--- config.mk ---
export PLATFORM = sky130hd
export DESIGN_NAME = cpu_sequencer
export DESIGN_NICKNAME = d
export VERILOG_FILES = /design/src/rtl/cpu_pkg.sv /design/src/rtl/cpu_decoder.sv /design/src/rtl/cpu_sequencer.sv
export SDC_FILE = /design/constraint.sdc
export NUM_CORES = 1
export LEC_CHECK = 0
export CAP_MARGIN = 0
export CELL_PAD_IN_SITES_DETAIL_PLACEMENT = 1
export CELL_PAD_IN_SITES_GLOBAL_PLACEMENT = 1
export CORE_UTILIZATION = 30
export CTS_BUF_LIST = sky130_fd_sc_hd__clkbuf_2
export CTS_CLUSTER_SIZE = 12
export DETAILED_ROUTE_END_ITERATION = 8
export PLACE_DENSITY = 0.82
export SLEW_MARGIN = 15
export SYNTH_ARGS = -nofsm -noshare
export SYNTH_HDL_FRONTEND = slang
export SYNTH_HIERARCHICAL = 1
export SYNTH_SLANG_ARGS = --single-unit
export TNS_END_PERCENT = 50
--- constraint.sdc ---
create_clock -name clk -period 2.8 [get_ports clk]
set_input_delay 0.28 -clock clk [delete_from_list [all_inputs] [get_ports clk]]
set_output_delay 0.28 -clock clk [all_outputs]
set_load 0.01 [all_outputs]
--- src/rtl/cpu_pkg.sv ---
// Shared definitions for the fetch/execute sequencer: opcodes, datapath
// control encodings, FSM state type.
package cpu_pkg;

  // Opcodes (4-bit). 10..14 are unused and decode as NOP.
  localparam logic [3:0] OP_NOP  = 4'd0;
  localparam logic [3:0] OP_CLR  = 4'd1;
  localparam logic [3:0] OP_LDX  = 4'd2;
  localparam logic [3:0] OP_ADD  = 4'd3;
  localparam logic [3:0] OP_SUB  = 4'd4;
  localparam logic [3:0] OP_MOVZ = 4'd5;
  localparam logic [3:0] OP_SHRY = 4'd6;
  localparam logic [3:0] OP_SHLY = 4'd7;
  localparam logic [3:0] OP_JMP  = 4'd8;
  localparam logic [3:0] OP_JZ   = 4'd9;
  localparam logic [3:0] OP_HALT = 4'd15;

  // X/Z register controls (2-bit).
  localparam logic [1:0] CTL_HOLD  = 2'd0;
  localparam logic [1:0] CTL_LOAD  = 2'd1;
  localparam logic [1:0] CTL_CLEAR = 2'd2;

  // Y register controls (3-bit, adds the two shifts).
  localparam logic [2:0] Y_HOLD  = 3'd0;
  localparam logic [2:0] Y_LOAD  = 3'd1;
  localparam logic [2:0] Y_CLEAR = 3'd2;
  localparam logic [2:0] Y_SHR   = 3'd3;
  localparam logic [2:0] Y_SHL   = 3'd4;

  // ULA operation select.
  localparam logic ULA_ADD = 1'b0;
  localparam logic ULA_SUB = 1'b1;

  typedef enum logic [1:0] {
    ST_IDLE   = 2'd0,
    ST_FETCH  = 2'd1,
    ST_EXEC   = 2'd2,
    ST_HALTED = 2'd3
  } state_t;

endpackage

--- src/rtl/cpu_decoder.sv ---
// Combinational opcode decoder: datapath control codes plus flow-control flags.
module cpu_decoder
  import cpu_pkg::*;
(
  input  logic [3:0] ir_func,
  output logic [1:0] tx,
  output logic [2:0] ty,
  output logic [1:0] tz,
  output logic       tula,
  output logic       is_jump,
  output logic       is_jz,
  output logic       is_halt
);

  // Table lookup from opcode to controls; anything not listed is a NOP.
  always_comb begin
    tx      = CTL_HOLD;
    ty      = Y_HOLD;
    tz      = CTL_HOLD;
    tula    = ULA_ADD;
    is_jump = 1'b0;
    is_jz   = 1'b0;
    is_halt = 1'b0;
    case (ir_func)
      OP_CLR: begin
        tx = CTL_CLEAR;
        ty = Y_CLEAR;
        tz = CTL_CLEAR;
      end
      OP_LDX:  tx = CTL_LOAD;
      OP_ADD: begin
        tula = ULA_ADD;
        ty   = Y_LOAD;
      end
      OP_SUB: begin
        tula = ULA_SUB;
        ty   = Y_LOAD;
      end
      OP_MOVZ: tz      = CTL_LOAD;
      OP_SHRY: ty      = Y_SHR;
      OP_SHLY: ty      = Y_SHL;
      OP_JMP:  is_jump = 1'b1;
      OP_JZ:   is_jz   = 1'b1;
      OP_HALT: is_halt = 1'b1;
      default: ;
    endcase
  end

endmodule

--- src/rtl/cpu_sequencer.sv ---
// Two-cycle-per-instruction fetch/execute sequencer for the X/Y/Z/ULA datapath.
//
// Handshake: start is a level sampled on every rising edge. It is accepted only
// when busy=0 (IDLE or HALTED); acceptance forces pc to 0 and enters FETCH.
// While busy=1 (FETCH or EXEC) start is ignored. halted=1 reports that a HALT
// retired; pc then still addresses that HALT instruction.
module cpu_sequencer
  import cpu_pkg::*;
(
  input  logic       clk,
  input  logic       rst_n,
  input  logic       start,
  input  logic       y_zero,
  input  logic [3:0] mem_func,
  input  logic [3:0] mem_val,
  output logic [3:0] pc,
  output logic [1:0] tX,
  output logic [2:0] tY,
  output logic [1:0] tZ,
  output logic       tULA,
  output logic       busy,
  output logic       halted
);

  state_t     state_q, state_d;
  logic [3:0] pc_q, pc_d;
  logic [3:0] ir_func_q, ir_func_d;
  logic [3:0] ir_val_q, ir_val_d;

  logic [1:0] dec_tx;
  logic [2:0] dec_ty;
  logic [1:0] dec_tz;
  logic       dec_tula;
  logic       dec_is_jump;
  logic       dec_is_jz;
  logic       dec_is_halt;
  logic       in_exec;

  cpu_decoder u_decoder (
    .ir_func (ir_func_q),
    .tx      (dec_tx),
    .ty      (dec_ty),
    .tz      (dec_tz),
    .tula    (dec_tula),
    .is_jump (dec_is_jump),
    .is_jz   (dec_is_jz),
    .is_halt (dec_is_halt)
  );

  // State, program counter and instruction register.
  always_ff @(posedge clk or negedge rst_n) begin
    if (!rst_n) begin
      state_q   <= ST_IDLE;
      pc_q      <= 4'd0;
      ir_func_q <= 4'd0;
      ir_val_q  <= 4'd0;
    end else begin
      state_q   <= state_d;
      pc_q      <= pc_d;
      ir_func_q <= ir_func_d;
      ir_val_q  <= ir_val_d;
    end
  end

  // Next state; pc only moves when leaving EXEC or when (re)starting.
  always_comb begin
    state_d   = state_q;
    pc_d      = pc_q;
    ir_func_d = ir_func_q;
    ir_val_d  = ir_val_q;
    case (state_q)
      ST_IDLE, ST_HALTED: begin
        if (start) begin
          state_d = ST_FETCH;
          pc_d    = 4'd0;
        end
      end
      ST_FETCH: begin
        ir_func_d = mem_func;
        ir_val_d  = mem_val;
        state_d   = ST_EXEC;
      end
      ST_EXEC: begin
        if (dec_is_halt) begin
          state_d = ST_HALTED;
        end else begin
          state_d = ST_FETCH;
          if (dec_is_jump || (dec_is_jz && y_zero)) pc_d = ir_val_q;
          else                                      pc_d = pc_q + 4'd1;
        end
      end
      default: state_d = ST_IDLE;
    endcase
  end

  // Controls are the registered-opcode decode, gated so they pulse only in EXEC.
  assign in_exec = (state_q == ST_EXEC);
  assign tX      = in_exec ? dec_tx   : CTL_HOLD;
  assign tY      = in_exec ? dec_ty   : Y_HOLD;
  assign tZ      = in_exec ? dec_tz   : CTL_HOLD;
  assign tULA    = in_exec ? dec_tula : ULA_ADD;
  assign busy    = (state_q == ST_FETCH) || in_exec;
  assign halted  = (state_q == ST_HALTED);
  assign pc      = pc_q;

endmodule
# --- Yosys cells after proc, flatten, opt, wreduce, memory -nomap -nowiden ---
# Index checks and enable logic that the tools add are counted.
# W data, S select, Z words.
op_classes:
  n_shift: 0
  mux: 18
  n_reduce_logical: 8
  n_eq_ne: 15
  addsub: 1
  mul: 0
  bitwise: 0
  n_div: 0
  n_lt_le_gt_ge: 0
op_table:
  columns: ["operator", "n"]
  rows:
  - ["$eq A4 B3 Y1 const B", 4]
  - ["$eq A4 B4 Y1 const B", 3]
  - ["$mux W4", 3]
  - ["$pmux W3 S4", 1]
  - ["$eq A4 B2 Y1 const B", 2]
  - ["$mux W2", 4]
  - ["$pmux W2 S2", 2]
  - ["$pmux W4 S2", 1]
  - ["$pmux W2 S3", 1]
  - ["$mux W1", 5]
  - ["$add A4 B1 Y4 const B", 1]
  - ["$eq A2 B2 Y1 const B", 2]
  - ["$eq A4 B1 Y1 const B", 1]
  - ["$ne A2 B2 Y1 const B", 2]
  - ["$reduce_or A2 Y1", 2]
  - ["$mux W3", 1]
  - ["$reduce_and A3 Y1", 1]
  - ["$eq A2 B1 Y1 const B", 1]
  - ["$logic_not A2 Y1", 1]
  - ["$logic_or A1 B1 Y1", 2]
  - ["$reduce_bool A2 Y1", 1]
  - ["$logic_and A1 B1 Y1", 1]
totals:
  mem_bits_ro: 0
  output_inout_bits: 14
  ramBits: 0
  latch_bits: 0
  n_memories: 0
  regBits: 14
  wordCells: 46

# --- Logic depth before layout (Yosys ltp) ---
logic_depth:
  ltp_word: 7
  depth_mapped: 6

# --- Modules after synthesis ---
# Netlist, hierarchy kept.
by_module_without_submodules:
  columns: ["mod", "n_inst", "cells_each", "area_each_um2"]
  rows:
  - ["cpu_sequencer", 1, 70, 757.0]
  - ["cpu_decoder", 1, 18, 97.6]

# --- Worst setup path after synthesis ---
# Ideal clock, no wire load.
synth_path:
  path_type: "reg-to-reg"
  start: "reg state_q[0]"
  end: "reg pc_q[0] (netlist: pc[0])"
  setup_slack_ns: 1.469
  setup_ns: 0.122
  stages_incl_launch_ff: 6
  required_time_ns: 2.678
  synth_period_minus_slack_ns: 1.331
  t_arrival_ns: 1.209
  path_cell_list: "dfrtp_1 inv_1 ha_1 o211a_1 o2111ai_1 nand2_1"
synth_between:
  elab_chain_cells: 4
synth_rtl:
  columns: ["element", "line_no", "text"]
  rows:
  - ["start, declared", "cpu_sequencer.sv:25", "state_t state_q, state_d;"]
  - ["start signal, assigned", "cpu_sequencer.sv:58", "state_q <= state_d;"]
  - ["$eq A2 B2 Y1 or $logic_not A2 Y1 (tied branches)", "cpu_sequencer.sv:71", "case (state_q)"]
  - ["$reduce_or A2 Y1", "cpu_sequencer.sv:71", null]
  - ["$ne A2 B2 Y1 (no source line) or $reduce_bool A2 Y1 (tied branches)", null, null]
  - ["$reduce_and A3 Y1 (no source line)", null, null]
  - ["end signal, assigned", "cpu_sequencer.sv:59", "pc_q <= pc_d;"]
  - ["end, declared", "cpu_sequencer.sv:26", "logic [3:0] pc_q, pc_d;"]
# Parallel ways exist; a longest one is shown, timed or not.
# A chain may end at the register's enable or synchronous reset.

# --- Worst setup path in the final report ---
layout_path:
  start: "reg state_q[0]"
  end: "out tY[2]"
layout_between:
  elab_chain_cells: 2
layout_rtl:
  columns: ["element", "line_no", "text"]
  rows:
  - ["$eq A2 B2 Y1", "cpu_sequencer.sv:97", "assign in_exec = (state_q == ST_EXEC);"]
  - ["$mux W3", "cpu_sequencer.sv:99", "assign tY = in_exec ? dec_ty : Y_HOLD;"]
  - ["end, declared", "cpu_sequencer.sv:18", "output logic [2:0] tY,"]
# Every way passes these cells.

==> PnR_summary.wiki <==
{| class="wikitable"
! Metric !! Value
|-
| Status || completed
|-
| Proportion of netlist area held by the largest area contributor || 41.0%
|-
| Biggest area consumer among synthesized cells || dfrtp_1
|-
| Root cell of the clock tree || clkbuf_2
|-
| Fmax || 455 MHz
|-
| Family of cells with the greatest summed delay on the critical path || buffers and inverters
|-
| Total track usage || 13.3%
|-
| Core Footprint || 2590 um2
|-
| Detailed placer's ending HPWL || 1.56 mm
|-
| RD Place Congestion || 0.797
|-
| Power per standard cell area || 894 nW/um2
|-
| Largest vdd supply drop || 530 uV
|-
| Type of the most critical hold path || in2async
|-
| Setup crit end || tY[2]
|-
| Die width || 55.4 um
|-
| Count of final max-slew check failures || 0
|-
| Per-cell routed wire length || 13.5 um
|-
| Launch point of the worst path || state_q[0]
|-
| Measured slew at the worst slew-check pin || 656 ps
|-
| Maximum number of pins on one net before global-route repair || 17
|-
| Final worst clock skew || 19.4 ps
|-
| Type of the worst setup path || reg2out
|-
| Cell Area, Synth || 855 um2
|-
| Design area || 1140 um2
|-
| Top-level I/O count || 26
|-
| # port buffers || 25
|-
| Synth Net Count || 104
|-
| Fraction of final layout cells sized beyond drive strength 1 || 14.0%
|-
| Required time of the worst setup path || 2520 ps
|-
| GRT Residual Overflow || 0
|-
| Distinct cells, synth || 29
|-
| Slack of the worst reg-to-reg path || 1270 ps
|-
| Number of failing hold endpoints at the final stage || 0
|-
| Type of destination of the critical path || output pin
|-
| Post-route non-filler standard cell count || 144
|-
| Critical path buffer and inverter count || 2
|-
| Iteration-0 DRC count of the detailed router || 6
|-
| Initial standard-cell utilization of the core || 33.0%
|-
| Resized cells post-CTS || 0
|-
| First drt pass iteration count || 2
|-
| Ratio of final minimum period to clock period || 78.5%
|-
| Number of placement rows || 18
|-
| Arrival time reported for the critical path endpoint || 1920 ps
|-
| Final nets || 131
|-
| Maximum fanout along the worst path || 16
|-
| Top area cells in the synthesized netlist || dfrtp_1, mux2_2, and2_1
|-
| Later-pin clock latency in the skew report || 290 ps
|-
| Number of buffers inserted for hold repair after clock tree synthesis || 0
|-
| Post-detailed-route via-to-cell ratio || 5.05
|-
| Floorplan die height || 55.4 um
|-
| Max-slew headroom at the worst pin || 56.2%
|-
| Number of instances in the synthesized netlist || 88
|-
| Share of the yosys chip area belonging to registers || 41.0%
|-
| Synthesized area per cell || 9.71 um2
|-
| Antenna cells || 0
|-
| Total vias in the final route || 727
|-
| Die footprint || 3070 um2
|-
| Worst R2R Path Depth || 5
|-
| Number of setup buffers added after CTS || 0
|-
| Leakage component of the power || 0.479 nW
|-
| Signed area change from the synthesized netlist to the final layout || 33.8%
|-
| Global-route wire length before repair || 3.22 mm
|-
| Shortest clock period the worst path allows after layout || 2200 ps
|-
| Worst Hold Slack || 361 ps
|-
| Startpoint kind of the worst setup timing path || register
|-
| Number of setup violations in the final report || 0
|-
| Startpoint of the lowest-slack register-to-register path || state_q[0]
|-
| Flip-flop and latch count after synthesis || 14
|-
| Clock tree from TritonCTS || done
|-
| Maximum number of buffers from clock root to sink || 2
|-
| Remaining design rule violation count || 0
|-
| Setup repair after global routing missed its margin || false
|-
| R2R Path End || pc[3]
|-
| Synthesis Warnings || 6
|-
| Number of instances in the placed design || 140
|-
| Initial antenna violation count || 0
|-
| Post-placement cell area || 1120 um2
|-
| Number of max-cap violations || 0
|-
| Number of sinks on the clock net || 14
|-
| Number of buffers created by CTS || 3
|-
| # H-tree levels || 1
|-
| List of cells traversed by the critical path || inv_1, ha_1, and2_1, clkdlybuf4s50_1
|-
| Clock-pin slew on the worst setup and hold paths || 160 ps
|-
| CP Depth || 4
|-
| Setup TNS || 0 ps
|-
| Cell with the biggest individual delay on the critical path || clkdlybuf4s50_1
|-
| Aggregate routed wire length || 1.94 mm
|-
| Crit-path max cell delay || 530 ps
|-
| Detail Route Antenna Nets || 0
|-
| Via count of the first global-routing pass || 714
|}
[registers in the layout (all words and copies together) (netlist names)]
register,count
ir_func_q,4
pc,4
ir_val_q,4
state_q,2
[worst min-delay path by stage]
stage | to | slack, ps
6_report | ir_val_q[2] | 360
5_1_grt | ir_val_q[2] | 400
4_1_cts | pc[2] | 390
3_5_place_dp | ir_val_q[0] | 490
3_3_place_gp | ir_val_q[0] | 490
2_1_floorplan | ir_func_q[0] | -20
[per-stage QoR]
step           utilization, %  setup WS, ps  power, mW
2_1_floorplan               -          1470      0.750
6_report                 44.2           603       1.02
3_5_place_dp             43.4           903      0.928
5_1_grt                  44.2           474       1.11
4_1_cts                  44.2           566       1.03
3_3_place_gp             43.4           960      0.904
[report_power, final]
part / internal (mW) / total [mW] / leakage [nW] / switching (mW)
clock: 0.0310 / 0.101 / 0.0140 / 0.0698
sequential: 0.285 / 0.365 / 0.173 / 0.0804
combinational: 0.277 / 0.557 / 0.292 / 0.279
total: 0.593 / 1.02 / 0.479 / 0.429
[cell usage after synthesis]
library cell  instances
dfrtp_1              14
nand2_1               9
and2_1                8
mux2_2                8
nor2_1                7
a21oi_1               5
nand2b_1              5
ha_1                  4
inv_1                 3
o21ai_1               3
buf_2                 2
nor3_1                2
o21ai_0               2
a21o_4                1
and3_1                1
buf_4                 1
mux2i_1               1
nand2b_2              1
nand3_1               1
nor3_2                1
nor3b_2               1
o2111ai_1             1
o211a_1               1
o211ai_1              1
o22ai_1               1
o22ai_2               1
o2bb2ai_1             1
or2_1                 1
or3_1                 1
[layout by cell type, fill, tap and decap left out, types with 2 or more instances in the layout]
master / synthesis / final
clkdlybuf4s50_1: 0 / 25
ha_1: 4 / 4
nor2_1: 7 / 7
o21ai_0: 2 / 2
and2_1: 8 / 8
nor3_1: 2 / 2
o21ai_1: 3 / 3
clkbuf_2: 0 / 3
dfrtp_1: 14 / 14
nand2_1: 9 / 9
inv_1: 3 / 3
nand2b_1: 5 / 5
a21oi_1: 5 / 5
mux2_2: 8 / 8
[kinds of logic after synthesis]
family | after synthesis | share of synthesized area (%)
compound gates | 17 | 13.9
fa+ha+maj | 4 | 5.86
buf+inv | 6 | 3.37
flops | 14 | 41.0
mux | 9 | 11.7
simple gates | 38 | 24.2
[layout make-up]
cell class	count	area [um2]
Inverter	3	11.3
Clock inverter	1	3.75
Fill cell	302	1450
Sequential cell	14	350
Timing Repair Buffer	25	250
Multi-Input combinational cell	68	475
Clock buffer	3	15.0
Tap cell	30	37.5
[metal layers]
metal	up-vias	part of all wire, %	wire [um]	GRT usage [%]
li1	356	-	-	-
met1	351	46	885	16.9
met2	16	50	974	22.9
met3	4	3.1	61	1.64
met4	0	1.1	21	5.36
met5	-	0	0	0
No activity file was read; power rests on OpenSTA's default activity.
